`src/rtl/lfsr_pkg.sv`:
```
// Shared constants and helpers for the configurable LFSR generator.
package lfsr_pkg;

    localparam logic MODE_FIB = 1'b0;
    localparam logic MODE_GAL = 1'b1;

    localparam logic [3:0]  TAPS_4  = 4'hC;
    localparam logic [7:0]  TAPS_8  = 8'hB8;
    localparam logic [15:0] TAPS_16 = 16'hB400;
    localparam logic [31:0] TAPS_32 = 32'h80200003;

    // Reverse the lowest w bits of v; bits above w come back as zero.
    function automatic logic [31:0] bitrev(input logic [31:0] v, input int w);
        logic [31:0] r;
        r = '0;
        for (int i = 0; i < w; i++) begin
            r[i] = v[w-1-i];
        end
        return r;
    endfunction

    // Even/odd parity of a vector: 1 when an odd number of bits are set.
    function automatic logic parity(input logic [31:0] v);
        return ^v;
    endfunction

endpackage

```
`src/rtl/lfsr_step.sv`:
```
// One combinational LFSR step in either Fibonacci or Galois form.
module lfsr_step
    import lfsr_pkg::*;
#(
    parameter int               WIDTH = 16,
    parameter logic [WIDTH-1:0] TAPS  = WIDTH'(TAPS_16)
) (
    input  logic [WIDTH-1:0] s_i,
    input  logic             mode_i,
    output logic [WIDTH-1:0] s_o,
    output logic             out_o
);

    // The Galois mask maps x^(i+1) to bit i; the Fibonacci feedback reads the mirror image.
    localparam logic [WIDTH-1:0] FIB_MASK = WIDTH'(bitrev(32'(TAPS), WIDTH));

    logic feedback;

    // Shift right by one, either folding the tap mask in (Galois) or feeding parity into the MSB (Fibonacci).
    always_comb begin
        out_o    = s_i[0];
        feedback = parity(32'(s_i & FIB_MASK));
        s_o      = {feedback, s_i[WIDTH-1:1]};
        if (mode_i == MODE_GAL) begin
            s_o = (s_i >> 1) ^ (s_i[0] ? TAPS : '0);
        end
    end

endmodule

```
`src/rtl/lfsr_gen.sv`:
```
// Multi-step LFSR with seed guard, step counter and period measurement.
module lfsr_gen
    import lfsr_pkg::*;
#(
    parameter int               WIDTH      = 16,
    parameter logic [WIDTH-1:0] TAPS       = WIDTH'(TAPS_16),
    parameter int               STEPS      = 1,
    parameter logic [WIDTH-1:0] RESET_SEED = WIDTH'(1),
    parameter int               CNT_W      = WIDTH
) (
    input  logic             clk_i,
    input  logic             rst_i,
    input  logic             load_i,
    input  logic [WIDTH-1:0] seed_i,
    input  logic             en_i,
    input  logic             mode_i,
    output logic [WIDTH-1:0] state_o,
    output logic [STEPS-1:0] out_bits_o,
    output logic [CNT_W-1:0] step_cnt_o,
    output logic             wrap_o,
    output logic [CNT_W-1:0] period_o,
    output logic             period_valid_o
);

    logic [WIDTH-1:0] state_q, state_d;
    logic [WIDTH-1:0] seed_q, seed_d;
    logic [STEPS-1:0] out_bits_q, out_bits_d;
    logic [CNT_W-1:0] step_cnt_q, step_cnt_d;
    logic             wrap_q, wrap_d;
    logic [CNT_W-1:0] period_q, period_d;
    logic             period_valid_q, period_valid_d;

    logic [STEPS-1:0] stepOut;
    logic [WIDTH-1:0] finalState;
    logic [WIDTH-1:0] effSeed;
    logic [CNT_W-1:0] cntNext;

    // Chain STEPS single-step stages; each stage feeds the next and contributes one output bit.
    for (genvar g = 0; g < STEPS; g++) begin : gStep
        logic [WIDTH-1:0] sIn;
        logic [WIDTH-1:0] sOut;
        if (g == 0) begin : gFirst
            assign sIn = state_q;
        end else begin : gNext
            assign sIn = gStep[g-1].sOut;
        end
        lfsr_step #(
            .WIDTH (WIDTH),
            .TAPS  (TAPS)
        ) uStep (
            .s_i    (sIn),
            .mode_i (mode_i),
            .s_o    (sOut),
            .out_o  (stepOut[g])
        );
    end

    assign finalState = gStep[STEPS-1].sOut;

    // Load beats enable; an enabled cycle advances the state and counter, flagging a wrap when the seed comes back.
    always_comb begin
        state_d        = state_q;
        seed_d         = seed_q;
        out_bits_d     = out_bits_q;
        step_cnt_d     = step_cnt_q;
        wrap_d         = 1'b0;
        period_d       = period_q;
        period_valid_d = period_valid_q;
        effSeed        = (seed_i == '0) ? RESET_SEED : seed_i;
        cntNext        = step_cnt_q + CNT_W'(STEPS);
        if (load_i) begin
            state_d    = effSeed;
            seed_d     = effSeed;
            step_cnt_d = '0;
        end else if (en_i) begin
            state_d    = finalState;
            out_bits_d = stepOut;
            if (finalState == seed_q) begin
                wrap_d         = 1'b1;
                period_d       = cntNext;
                period_valid_d = 1'b1;
                step_cnt_d     = '0;
            end else begin
                step_cnt_d = cntNext;
            end
        end
    end

    // Register every output; reset is synchronous and wins over load and enable.
    always_ff @(posedge clk_i) begin
        if (rst_i) begin
            state_q        <= RESET_SEED;
            seed_q         <= RESET_SEED;
            out_bits_q     <= '0;
            step_cnt_q     <= '0;
            wrap_q         <= 1'b0;
            period_q       <= '0;
            period_valid_q <= 1'b0;
        end else begin
            state_q        <= state_d;
            seed_q         <= seed_d;
            out_bits_q     <= out_bits_d;
            step_cnt_q     <= step_cnt_d;
            wrap_q         <= wrap_d;
            period_q       <= period_d;
            period_valid_q <= period_valid_d;
        end
    end

    assign state_o        = state_q;
    assign out_bits_o     = out_bits_q;
    assign step_cnt_o     = step_cnt_q;
    assign wrap_o         = wrap_q;
    assign period_o       = period_q;
    assign period_valid_o = period_valid_q;

endmodule
```
`config.mk`:
```
export PLATFORM = sky130hd
export DESIGN_NAME = lfsr_gen
export DESIGN_NICKNAME = d
export VERILOG_FILES = /design/src/rtl/lfsr_pkg.sv /design/src/rtl/lfsr_step.sv /design/src/rtl/lfsr_gen.sv
export SDC_FILE = /design/constraint.sdc
export NUM_CORES = 1
export LEC_CHECK = 0
export CORE_ASPECT_RATIO = 0.8
export CORE_MARGIN = 5
export CORE_UTILIZATION = 45
export CTS_CLUSTER_SIZE = 25
export DETAILED_ROUTE_END_ITERATION = 8
export PLACE_DENSITY = 0.82
export SYNTH_ARGS = -nofsm -noshare
export SYNTH_HDL_FRONTEND = slang
export SYNTH_SLANG_ARGS = --single-unit
```
`constraint.sdc`:
```
create_clock -name clk_i -period 1.65 [get_ports clk_i]
set_input_delay 0.33 -clock clk_i [delete_from_list [all_inputs] [get_ports clk_i]]
set_output_delay 0.33 -clock clk_i [all_outputs]
set_load 0.05 [all_outputs]
```
### Word level (Yosys, flattened, before mapping)

Cells that the tools add are included.

| storage, ports and cells | value |
|---|---|
| bits in registers | 67 |
| input bits | 21 |
| output and inout port bits | 51 |

| cells by class | value |
|---|---|
| add/sub/neg operators | 1 |
| eq/ne operators | 1 |
| mux-type cells | 7 |
| bitwise gates (word level) | 3 |
| reduce and logical (&&, ||, !) cells | 7 |

Operators with widths:

| kind | count |
|---|---|
| $mux W16 | 6 |
| $reduce_xor A32 Y1 | 1 |
| $add A16 B1 Y16 const B | 1 |
| $eq A16 B16 Y1 | 1 |
| $logic_not A16 Y1 | 1 |
| $xor A15 B16 Y16 | 1 |
| $reduce_and A3 Y1 | 1 |
| $reduce_or A3 Y1 | 1 |
| $not A1 Y1 | 2 |
| $reduce_and A2 Y1 | 1 |
| $reduce_bool A2 Y1 | 1 |
| $reduce_or A2 Y1 | 1 |
| $mux W1 | 1 |

### Logic depth before layout (Yosys ltp)

Gate-level depths: netlist of the first run.

| depth | value |
|---|---|
| word-level depth | 5 |
| gate-level depth with buffers | 7 |

### By module

Synthesis of the first run repeated with hierarchy kept, for this count alone.

| second synthesis, totals | value |
|---|---|
| cells, all modules | 371 |
| area, all modules | 3,233.1 sq um |

Modules (own cells, without submodules):

| module | times used | cells an instance | area each (sq um) |
|---|---|---|---|
| lfsr_gen | 1 | 351 | 3,070.4 |
| lfsr_step | 1 | 20 | 162.7 |

### Least setup slack after synthesis of the first run

OpenSTA, ideal clock, no wires.

| timing path | value |
|---|---|
| path type | flip-flop to flip-flop |
| start | reg step_cnt_q[0] (netlist: step_cnt_o[0]) |
| end | reg step_cnt_q[14] (netlist: step_cnt_o[14]) |
| library setup time | 134 ps |
| arrival time | 2,110 ps |
| setup slack | -593 ps |
| stages on the path, launching flop included | 8 |
| path buffers | 1 |
| clock period less this slack | 2,243 ps |
| cells stage by stage | dfxtp_1 > ha_1 > nand3_1 > or3_1 > clkbuf_1 > nor3_1 > xnor2_1 > o21ai_0 |

| on the way | value |
|---|---|
| cells in the longest elaborated chain, start to end | 2 |

Ends and longest elaborated chain:

| element | line | RTL |
|---|---|---|
| start, declared | lfsr_gen.sv:28 | `logic [CNT_W-1:0] step_cnt_q, step_cnt_d;` |
| start signal, assigned | lfsr_gen.sv:103 | `step_cnt_q <= step_cnt_d;` |
| $add A16 B1 Y16 | lfsr_gen.sv:70 | `cntNext = step_cnt_q + CNT_W'(STEPS);` |
| $mux W16 | lfsr_gen.sv:78 | `if (finalState == seed_q) begin` |

Every way passes these cells.
A chain may end at the register's enable or synchronous reset.

### Worst setup path in the final report of the first run

| timing path | value |
|---|---|
| start | reg seed_q[6] |
| end | reg period_q[6] (netlist: period_o[6]) |

| on the way | value |
|---|---|
| cells in the longest elaborated chain, start to end | 2 |

Ends and longest elaborated chain:

| element | line | RTL |
|---|---|---|
| start, declared | lfsr_gen.sv:26 | `logic [WIDTH-1:0] seed_q, seed_d;` |
| start signal, assigned | lfsr_gen.sv:93 | `seed_q <= RESET_SEED;` |
| start signal, assigned | lfsr_gen.sv:101 | `seed_q <= seed_d;` |
| $eq A16 B16 Y1 | lfsr_gen.sv:78 |  |
| $reduce_and A3 Y1 (no line) | -- |  |
| end signal, assigned | lfsr_gen.sv:105 | `period_q <= period_d;` |
| end, declared | lfsr_gen.sv:30 | `logic [CNT_W-1:0] period_q, period_d;` |

Every way passes these cells.

==> results of run 1 <==
[cell type report]
type	instances	area share
clock buffer	11	0.03097
sequential	67	0.2723
tap	87	0.02073
inverter	5	0.003574
timing repair buffer	173	0.2802
multi-input combinational	249	0.3815
clock inverter	5	0.01072
[state kept, by name (all words and copies together) (netlist names)]
register        count
step_cnt_o         16
wrap_o              1
state_o            16
period_valid_o      1
seed_q             16
out_bits_o          1
period_o           16
[cell usage in the layout (no fill, tap or decap), drive strengths merged, types with 4 or more instances in the layout]
master	n
nand2	17
a31oi	16
dfxtp	67
xor2	22
o21ai	10
mux2i	13
inv	7
nor2	38
a22o	15
o31ai	4
nor4	9
a211oi	22
clkdlybuf4s50	18
buf	153
xnor2	14
nand3	7
clkbuf	11
a21oi	22
nor3	6
[kinds of logic after synthesis]
group / synth area share
compound gates: 0.2246
xor+xnor: 0.1158
fa+ha+maj: 0.003884
buf+inv: 0.04312
flops: 0.4165
mux: 0.04040
simple gates: 0.1558
[critical path, stage by stage (launching register included)]
cell      delay [ns]
dfxtp_1         0.33
xor2_1          0.17
nor4_2          0.35
buf_4           0.19
o2111a_2        0.29
buf_6           0.15
buf_4           0.13
a31oi_1         0.07
a211oi_1        0.32
[stage by stage]
| step | worst slack [ns] | util | cell area, µm² | TNS, ns |
|---|---|---|---|---|
| 6_report | -0.4641 | 0.7583 | 5251 | -9.378 |
| 5_1_grt | -0.5101 | 0.7583 | 5251 | -11.49 |
| 4_1_cts | -0.2740 | 0.7360 | 5097 | -6.552 |
| 3_5_place_dp | -0.6133 | 0.6833 | 4732 | -27.15 |
| 3_3_place_gp | -0.5252 | 0.6833 | 4732 | -24.04 |
| 2_1_floorplan | -0.2086 | - | 3396 | -5.092 |
[routing by layer]
metal,global-route usage,wire (µm),part of all wire
met5,0,0,0
met4,0.09988,506,0.043
met3,0.06471,1091,0.092
met2,0.3968,5636,0.48
met1,0.3044,4589,0.39
[synthesized netlist by cell type, types with 2 or more instances]
master / n / area, µm²
xnor2_1: 13 / 113.9
dfxtp_1: 67 / 1341
or3_1: 2 / 12.51
nor2_1: 37 / 138.9
buf_1: 4 / 15.01
nand3_1: 7 / 35.03
mux2i_1: 13 / 130.1
buf_4: 3 / 22.52
nor2b_1: 3 / 18.77
nor3_1: 5 / 25.02
a22o_1: 15 / 131.4
o21ai_0: 10 / 50.05
and3_1: 2 / 12.51
nand4_1: 3 / 18.77
a311oi_1: 2 / 17.52
a211oi_1: 18 / 135.1
a211oi_2: 4 / 50.05
nor4_1: 8 / 50.05
xor2_1: 20 / 175.2
and4_1: 2 / 17.52
a221o_1: 3 / 30.03
o31ai_1: 4 / 30.03
nand2_1: 15 / 56.30
nand2_2: 2 / 12.51
a31oi_1: 16 / 100.1
a21oi_1: 22 / 110.1
a211o_1: 2 / 17.52
inv_1: 5 / 18.77
or4_1: 3 / 22.52
nand2b_1: 2 / 12.51
buf_2: 3 / 15.01
clkbuf_1: 15 / 56.30
[power by group]
| part | internal, µW | switching (µW) |
|---|---|---|
| Clock | 833 | 693 |
| Combinational | 407 | 524 |
| Sequential | 1650 | 45.2 |
[worst max path at each step]
stage	start	to	cells past startpoint
2_1_floorplan	state_o[5]	step_cnt_o[13]	6
3_3_place_gp	mode_i	step_cnt_o[13]	7
3_5_place_dp	mode_i	period_o[0]	7
4_1_cts	state_o[5]	step_cnt_o[10]	7
5_1_grt	state_o[2]	period_o[6]	8
6_report	seed_q[6]	period_o[6]	8
[what timing repair did]
action / in CTS / in global routing
gates resized for setup: 32 / 24
pin swaps: 20 / 13
cloned: 0 / 0
buffers inserted: 5 / 5
setup endpoints to repair: 58 / 50
==> results.sh, run 1 <==
export IMPL_drc=0
export IMPL_gp_congestion=0.8769
export IMPL_worst_hold_path_endpoint="seed_q[15]"
export IMPL_fin_crit_sh=1.281
export IMPL_crit_type="flip-flop to flip-flop"
export IMPL_synth_nets=369
export IMPL_multi_input_area_um2=2003
export IMPL_nets=527
export IMPL_yosysUniqueCellTypes=49
export IMPL_max_vdd_ir_drop_uv=425.5
export IMPL_worstHoldStart="seed_i[15]"
export IMPL_core_area_um2=6925
export IMPL_wire_per_inst_um=19.80
export IMPL_dp_cells=572
export IMPL_tritoncts="done"
export IMPL_finClkSkew_ns=0.007406
export IMPL_cts_max_level=3
export IMPL_initial_utilization=0.4650
export IMPL_grt_pass1_vias=3570
export IMPL_worstPathRequired_ns=1.89
export IMPL_num_rows=27
export IMPL_setup_violations=49
export IMPL_hold_viol=0
export IMPL_ys_dominant_reg_cell="dfxtp_1"
export IMPL_overflow=0
export IMPL_status="finished, violations left"
export IMPL_avgViaCountPerCell=5.983
export IMPL_seq_area_frac_synth=0.4165
export IMPL_dp_hpwl_um=7477
export IMPL_die_w_um=104.6
export IMPL_fin_ws_ns=-0.4641
export IMPL_violations="negative setup slack"
export IMPL_clk_path_buf_depth=2
export IMPL_die_height_um=85.67
export IMPL_drive_gt1_frac=0.4941
export IMPL_postSynthCellCount=347
export IMPL_fin_worst_hold_slack_ns=0.3480
export IMPL_ys_warn_count=0
export IMPL_reg2regPathDepth=8
export IMPL_holdBufCountCts=0
export IMPL_fill_cells=446
export IMPL_endpoint_kind="flip-flop"
export IMPL_dr_pass1_iters=5
export IMPL_seqCellArea_um2=1430
export IMPL_synth_seq_cells=67
export IMPL_drv_slew=0
export IMPL_rr_endpoint="period_o[6]"
export IMPL_antenna_found_initial=0
export IMPL_hp_class="primary input to flip-flop"
export IMPL_first_iter_violations=286
export IMPL_cellPowerDensity_nw_per_um2=790.0
export IMPL_max_slew_worst_pin_slew_ns=0.4410
export IMPL_ant_nets=0
export IMPL_post_route_min_period_ns=2.114
export IMPL_worst_r2r_setup_slack_ns=-0.46
export IMPL_cts_root_buf="clkbuf_8"
export IMPL_final_cells=597
export IMPL_power_uw=4148
export IMPL_clock_sinks=67
export IMPL_port_buffers=71
export IMPL_post_synth_cell_area_avg_um2=9.281
export IMPL_clk_latency_ns=0.36
export IMPL_max_freq_mhz=473.0
export IMPL_max_cap_viol_count=0
export IMPL_die_area_um2=8959
export IMPL_crit_path_start_kind="flip-flop"
export IMPL_hold_depth=3
export IMPL_cp_data_arrival_time_ns=2.35
export IMPL_ioPinCount=72
export IMPL_crit_fanout=4
export IMPL_grt_pass1_wl_um=17630
export IMPL_finalWirelength_um=11820
export IMPL_p_leak_uw=0.002224
export IMPL_area_delta_synth_final_pct=63.05
export IMPL_grt_max_degree=31
export IMPL_async_reset_ff_frac=0
export IMPL_r2r_start="seed_q[6]"
export IMPL_timing_slew_headroom=0.7033
export IMPL_grtUsageTotal=0.2423
export IMPL_synth_edf_count=0
export IMPL_dr_total_vias=3572
export IMPL_n_antenna_cell=0
export IMPL_cts_clk_slew_worst_paths_ns=0.08
export IMPL_cts_buffers=9
export IMPL_rsz0062_at_grt="yes"
export IMPL_syn_area_um2=3221
Power figures use the tool's default switching activity.
==> run 2: changes to the inputs <==
--- a/config.mk
+++ b/config.mk
@@ -11,6 +11,7 @@
 export CTS_CLUSTER_SIZE = 25
 export DETAILED_ROUTE_END_ITERATION = 8
 export PLACE_DENSITY = 0.82
+export REMOVE_ABC_BUFFERS = 1
 export SYNTH_ARGS = -nofsm -noshare
 export SYNTH_HDL_FRONTEND = slang
 export SYNTH_SLANG_ARGS = --single-unit
==> run 2 against run 1 <==
  * The run still ends with negative setup slack left
  * Worst setup slack better by 0.091 ns
  * Worst hold slack better by 0.11 ns
  * Sequential share of layout area down 1.4 points
  * Flip-flop and latch count unchanged
  * Clock power down 18%
  * Design area fell by 0.88%
  * Maximum frequency increased by 4.5%
  * Global-route usage up 3.6 points
  * Combinational power grew 2.6%
  * First-iteration DRC count grew 83%
  * Cell count shrank 0.34%
==> results.sh, run 2 (synthesized netlist as in run 1, its figures left out) <==
export IMPL_dp_hpwl_um=7861
export IMPL_timing_slew_headroom=0.5770
export IMPL_multi_input_area_um2=1882
export IMPL_holdBufCountCts=0
export IMPL_crit_fanout=13
export IMPL_overflow=0
export IMPL_violations="negative setup slack"
export IMPL_fill_cells=400
export IMPL_cts_root_buf="clkbuf_8"
export IMPL_status="finished, violations left"
export IMPL_post_route_min_period_ns=2.023
export IMPL_fin_ws_ns=-0.3734
export IMPL_grtUsageTotal=0.2779
export IMPL_fin_crit_sh=1.226
export IMPL_area_delta_synth_final_pct=61.62
export IMPL_fin_util=0.7516
export IMPL_finClkSkew_ns=0.009489
export IMPL_die_w_um=104.6
export IMPL_cp_cell_sequence="xor2_1 > nor4_2 > buf_4 > o2111a_2 > buf_8 > a31oi_1 > a211oi_1"
export IMPL_hold_viol=0
export IMPL_drc=0
export IMPL_hp_class="flip-flop to flip-flop"
export IMPL_first_iter_violations=522
export IMPL_grt_pass1_vias=3731
export IMPL_cp_data_arrival_time_ns=2.27
export IMPL_drive_gt1_frac=0.4075
export IMPL_endpoint_kind="flip-flop"
export IMPL_cts_clk_slew_worst_paths_ns=0.07
export IMPL_rr_endpoint="period_o[2]"
export IMPL_worstHoldStart="period_valid_o"
export IMPL_power_uw=3921
export IMPL_rsz0062_at_grt="yes"
export IMPL_max_freq_mhz=494.2
export IMPL_final_cell_mix="buf_4, dfxtp_1, nor2_1"
export IMPL_worst_hold_path_endpoint="period_valid_o"
export IMPL_cellPowerDensity_nw_per_um2=753.4
export IMPL_gp_congestion=0.9085
export IMPL_hold_depth=2
export IMPL_tritoncts="done"
export IMPL_worstPathRequired_ns=1.90
export IMPL_max_cap_viol_count=0
export IMPL_ioPinCount=72
export IMPL_slowest_stage="nor4_2"
export IMPL_seqCellArea_um2=1345
export IMPL_reg2regPathDepth=7
export IMPL_wire_per_inst_um=23.20
export IMPL_place_ws_ns=-0.5305
export IMPL_num_rows=27
export IMPL_cts_buffers=9
export IMPL_grt_max_degree=29
export IMPL_clk_latency_ns=0.36
export IMPL_finalWirelength_um=13810
export IMPL_crit_type="flip-flop to flip-flop"
export IMPL_p_leak_uw=0.002181
export IMPL_grt_pass1_wl_um=19980
export IMPL_n_antenna_cell=0
export IMPL_core_area_um2=6925
export IMPL_r2r_start="seed_q[4]"
export IMPL_port_buffers=71
export IMPL_antenna_found_initial=0
export IMPL_clock_sinks=67
export IMPL_dp_cells=572
export IMPL_avgViaCountPerCell=6.420
export IMPL_die_height_um=85.67
export IMPL_dr_total_vias=3820
export IMPL_worst_r2r_setup_slack_ns=-0.37
export IMPL_clk_path_buf_depth=2
export IMPL_layout_commonest_cell="buf_4"
export IMPL_max_stage_delay_ns=0.36
export IMPL_final_cells=595
export IMPL_crit_path_start_kind="flip-flop"
export IMPL_ant_nets=0
export IMPL_initial_utilization=0.4650
export IMPL_drv_slew=0
export IMPL_die_area_um2=8959
export IMPL_nets=525
export IMPL_max_slew_worst_pin_slew_ns=0.6311
export IMPL_setup_violations=51
export IMPL_dr_pass1_iters=5
export IMPL_max_vdd_ir_drop_uv=410.2
export IMPL_cts_max_level=3
==> run 2: how the worst max path moves through the flow <==
stage	start	end	slack, ns
3_3_place_gp	load_i	step_cnt_o[9]	-0.51
5_1_grt	seed_q[4]	period_o[9]	-0.42
3_5_place_dp	seed_i[2]	state_o[15]	-0.53
4_1_cts	state_o[5]	step_cnt_o[10]	-0.22
6_report	seed_q[4]	period_o[2]	-0.37
2_1_floorplan	state_o[5]	step_cnt_o[10]	-0.82
==> run 2: report_power, final <==
group | leakage (µW) | switching (µW) | internal, µW
clock network | 0.0000905 | 621 | 625
logic | 0.00154 | 544 | 410
registers | 0.000548 | 49.9 | 1670
total | 0.00218 | 1220 | 2710
==> run 2: routing by layer <==
metal	wire, µm	part of all wire	track usage	vias to the layer above
li1	-	-	-	1587
met1	5095	0.37	0.3386	1789
met2	6405	0.46	0.4698	340
met3	1475	0.11	0.07374	104
met4	829	0.060	0.1115	0
met5	0	0	0	-
==> run 2: critical path: cells and delay by family, from the launching register on <==
kind | cells | cell delay, ns
xor+xnor | 1 | 0.18
compound gates | 3 | 0.65
flops | 1 | 0.33
buf+inv | 2 | 0.39
simple gates | 1 | 0.36
==> run 2: per-stage QoR <==
stage	instance area, µm²	TNS, ns	hold WS (ns)
floorplan	3100	-20.63	0.3946
global placement	4803	-22.41	0.4396
detailed placement	4803	-25.94	0.4458
CTS	5149	-4.926	0.4637
global route	5205	-16.24	0.4951
finish	5205	-10.70	0.4624
==> run 2: layout make-up <==
type                            instances  share of cell area
Clock buffer                           14             0.03125
Clock inverter                          2            0.001923
Inverter                                5            0.003606
Multi-Input combinational cell        249              0.3615
Sequential cell                        67              0.2584
Tap cell                               87             0.02091
Timing Repair Buffer                  171              0.3224
==> run 2: timing repair <==
item / in CTS / in global routing
gates resized for setup: 34 / 12
pin swaps: 18 / 3
buffers inserted: 7 / 1
endpoints found under the setup margin: 58 / 55
==> run 3: changes to the inputs <==
--- a/config.mk
+++ b/config.mk
@@ -5,12 +5,14 @@
 export SDC_FILE = /design/constraint.sdc
 export NUM_CORES = 1
 export LEC_CHECK = 0
+export ABC_AREA = 1
 export CORE_ASPECT_RATIO = 0.8
 export CORE_MARGIN = 5
-export CORE_UTILIZATION = 45
+export CORE_UTILIZATION = 46
 export CTS_CLUSTER_SIZE = 25
 export DETAILED_ROUTE_END_ITERATION = 8
-export PLACE_DENSITY = 0.82
+export MAX_ROUTING_LAYER = met4
+export PLACE_DENSITY = 0.84
 export REMOVE_ABC_BUFFERS = 1
 export SYNTH_ARGS = -nofsm -noshare
 export SYNTH_HDL_FRONTEND = slang
==> run 3 against run 2 <==
  * The flow still finishes with violations (negative setup slack)
  * Register-to-register slack improved by 0.24 ns
  * Via count increased by 0.92%
  * Maximum frequency increased by 13%
  * Core utilization decreased by 2.9 points
  * Combinational power decreased by 27%
  * Worst setup slack improved by 0.24 ns
  * Synthesized cell count increased by 43%
  * First-iteration DRC count decreased by 35%
  * Synthesized area increased by 1.4%
  * Sequential power about the same
  * Worst hold slack improved by 0.0054 ns
  * Largest power group unchanged
  * Highest routed layer unchanged
==> results.sh, run 3 <==
export IMPL_overflow=0
export IMPL_timing_critical_path_mode_cell="nand2_2"
export IMPL_n_antenna_cell=0
export IMPL_grt_pass1_vias=3708
export IMPL_place_area_um2=4524
export IMPL_async_reset_ff_frac=0
export IMPL_die_w_um=104.2
export IMPL_cts_buffers=9
export IMPL_cts_root_buf="clkbuf_8"
export IMPL_max_stage_delay_ns=0.36
export IMPL_critPathTopFamily="simple AND/OR/NAND/NOR gates"
export IMPL_finalWirelength_um=11300
export IMPL_p_leak_uw=0.002299
export IMPL_rsz0062_at_grt="yes"
export IMPL_violations="negative setup slack"
export IMPL_drc=0
export IMPL_ys_dominant_reg_cell="dfxtp_1"
export IMPL_setup_violations=34
export IMPL_multi_input_area_um2=1703
export IMPL_nets=637
export IMPL_post_route_min_period_ns=1.788
export IMPL_dp_hpwl_um=7347
export IMPL_core_area_um2=6892
export IMPL_path_buf_inv=3
export IMPL_drv_slew=0
export IMPL_first_iter_violations=339
export IMPL_final_cell_mix="nand2_1, buf_4, inv_1"
export IMPL_dr_total_vias=3855
export IMPL_status="finished, violations left"
export IMPL_grtUsageTotal=0.2379
export IMPL_post_synth_cell_area_avg_um2=6.595
export IMPL_cp_startpoint="state_o[5]"
export IMPL_crit_fanout=14
export IMPL_num_rows=27
export IMPL_tritoncts="done"
export IMPL_r2r_start="state_o[5]"
export IMPL_endpoint_kind="flip-flop"
export IMPL_gp_congestion=0.9065
export IMPL_hold_viol=0
export IMPL_cts_max_level=3
export IMPL_cellPowerDensity_nw_per_um2=785.3
export IMPL_clk_latency_ns=0.36
export IMPL_die_area_um2=8892
export IMPL_hp_class="flip-flop to flip-flop"
export IMPL_yosysUniqueCellTypes=28
export IMPL_fin_crit_sh=1.083
export IMPL_ys_top_cells_by_count="nand2_1, inv_1, dfxtp_1"
export IMPL_crit_path_start_kind="flip-flop"
export IMPL_clk_path_buf_depth=2
export IMPL_ys_warn_count=0
export IMPL_ant_nets=0
export IMPL_dr_pass1_iters=5
export IMPL_crit_type="flip-flop to flip-flop"
export IMPL_yosysTopAreaCellShare=0.4109
export IMPL_die_height_um=85.35
export IMPL_synth_seq_cells=67
export IMPL_synth_edf_count=0
export IMPL_fill_cells=473
export IMPL_max_freq_mhz=559.4
export IMPL_synth_area_top_cells="dfxtp_1, nand2_1, inv_1"
export IMPL_cp_cell_sequence="inv_2 > buf_4 > nand3_1 > nand2_2 > nand3_1 > nand2_2 > nand2_1 > nand2_2 > nand3_4 > clkbuf_16 > nor2_1 > nor2_2"
export IMPL_fin_ws_ns=-0.1377
export IMPL_grt_max_degree=30
export IMPL_max_cap_viol_count=0
export IMPL_synth_largest_area_cell="dfxtp_1"
export IMPL_worstPathRequired_ns=1.91
export IMPL_seq_area_frac_synth=0.4109
export IMPL_max_slew_worst_pin_slew_ns=0.3787
export IMPL_power_uw=3912
export IMPL_slowest_stage="dfxtp_4"
export IMPL_syn_area_um2=3264
export IMPL_antenna_found_initial=0
export IMPL_cp_data_arrival_time_ns=2.05
export IMPL_area_delta_synth_final_pct=52.59
export IMPL_drive_gt1_frac=0.3016
export IMPL_yosysMostFrequentCell="nand2_1"
export IMPL_layout_commonest_cell="nand2_1"
export IMPL_wire_per_inst_um=15.98
export IMPL_ioPinCount=72
export IMPL_finClkSkew_ns=0.01272
export IMPL_worstHoldStart="period_valid_o"
export IMPL_port_buffers=71
export IMPL_initial_utilization=0.4737
export IMPL_holdBufCountCts=0
export IMPL_final_area_um2=4981
export IMPL_seqCellArea_um2=1361
export IMPL_postSynthCellCount=495
export IMPL_max_vdd_ir_drop_uv=524.6
export IMPL_cts_clk_slew_worst_paths_ns=0.08
export IMPL_avgViaCountPerCell=5.453
export IMPL_timing_slew_headroom=0.7452
export IMPL_grt_pass1_wl_um=17110
export IMPL_clock_sinks=67
==> run 3: cell count changes in the layout (fill, tap and decap cells not counted), sizes merged, moves of 15 or more <==
cell,previous run,this run
nor2,38,64
buf,151,107
nand2,17,151
nand3,7,26
inv,5,77
a22o,15,0
a211oi,22,0
==> run 3: repair_timing <==
action	4_1_cts	5_1_grt
endpoints found under the hold margin	0	0
gates resized for setup	21	50
setup buffers	0	0
setup endpoints to repair	34	34
pin swaps	3	15
gates cloned	1	2
==> run 3: area by class of cell <==
class | count | area share
Clock buffer | 11 | 0.02638
Clock inverter | 5 | 0.01557
Inverter | 77 | 0.05803
Multi-Input combinational cell | 331 | 0.3419
Sequential cell | 67 | 0.2733
Tap cell | 87 | 0.02185
Timing Repair Buffer | 129 | 0.2630
==> run 3: cell families after synthesis <==
kind of cell / after synthesis / synth area share
DFF: 67 / 0.4109
xor gates and xnor gates: 15 / 0.04024
AOI/OAI and AO/OA: 57 / 0.1039
adders and majority gates: 1 / 0.003832
buffers and inverters: 97 / 0.1177
and+or+nand+nor: 258 / 0.3235
==> run 3: metrics by stage <==
| step | TNS (ns) | instances | hold WS, ns | util | setup WS [ns] |
|---|---|---|---|---|---|
| floorplan | -17.91 | 475 | 0.3991 | - | -0.7195 |
| global placement | -14.53 | 688 | 0.4483 | 0.6565 | -0.4116 |
| detailed placement | -17.10 | 688 | 0.4542 | 0.6565 | -0.4964 |
| CTS | -0.02770 | 705 | 0.4706 | 0.6957 | -0.01281 |
| global route | -6.888 | 707 | 0.4889 | 0.7228 | -0.2302 |
| finish | -3.148 | 707 | 0.4678 | 0.7228 | -0.1377 |
==> run 3: power breakdown <==
part | switching, µW | internal [µW] | leakage [µW]
registers | 46.6 | 1670 | 0.000551
logic | 408 | 285 | 0.00165
clock network | 654 | 847 | 0.000103
==> run 3: path summary, 6_finish.rpt <==
path | end | slack (ns) | cells past startpoint
min | period_valid_o | 0.47 | 2
max reg2reg | period_o[15] | -0.14 | 12
min reg2reg | period_valid_o | 0.47 | 2
max | period_o[15] | -0.14 | 12
==> run 3: per-layer routing <==
layer  routed length, µm  GRT usage
met1                4638     0.2856
met2                5352     0.3825
met3                 951    0.06160
met4                 354    0.09529
met5                   0          -
==> run 3: worst register-to-register path: cells and delay by family, from the launching register on <==
family                 cells  cell delay [ns]
flip-flops                 1             0.36
buffers and inverters      3             0.39
AND/OR/NAND/NOR            9             0.93
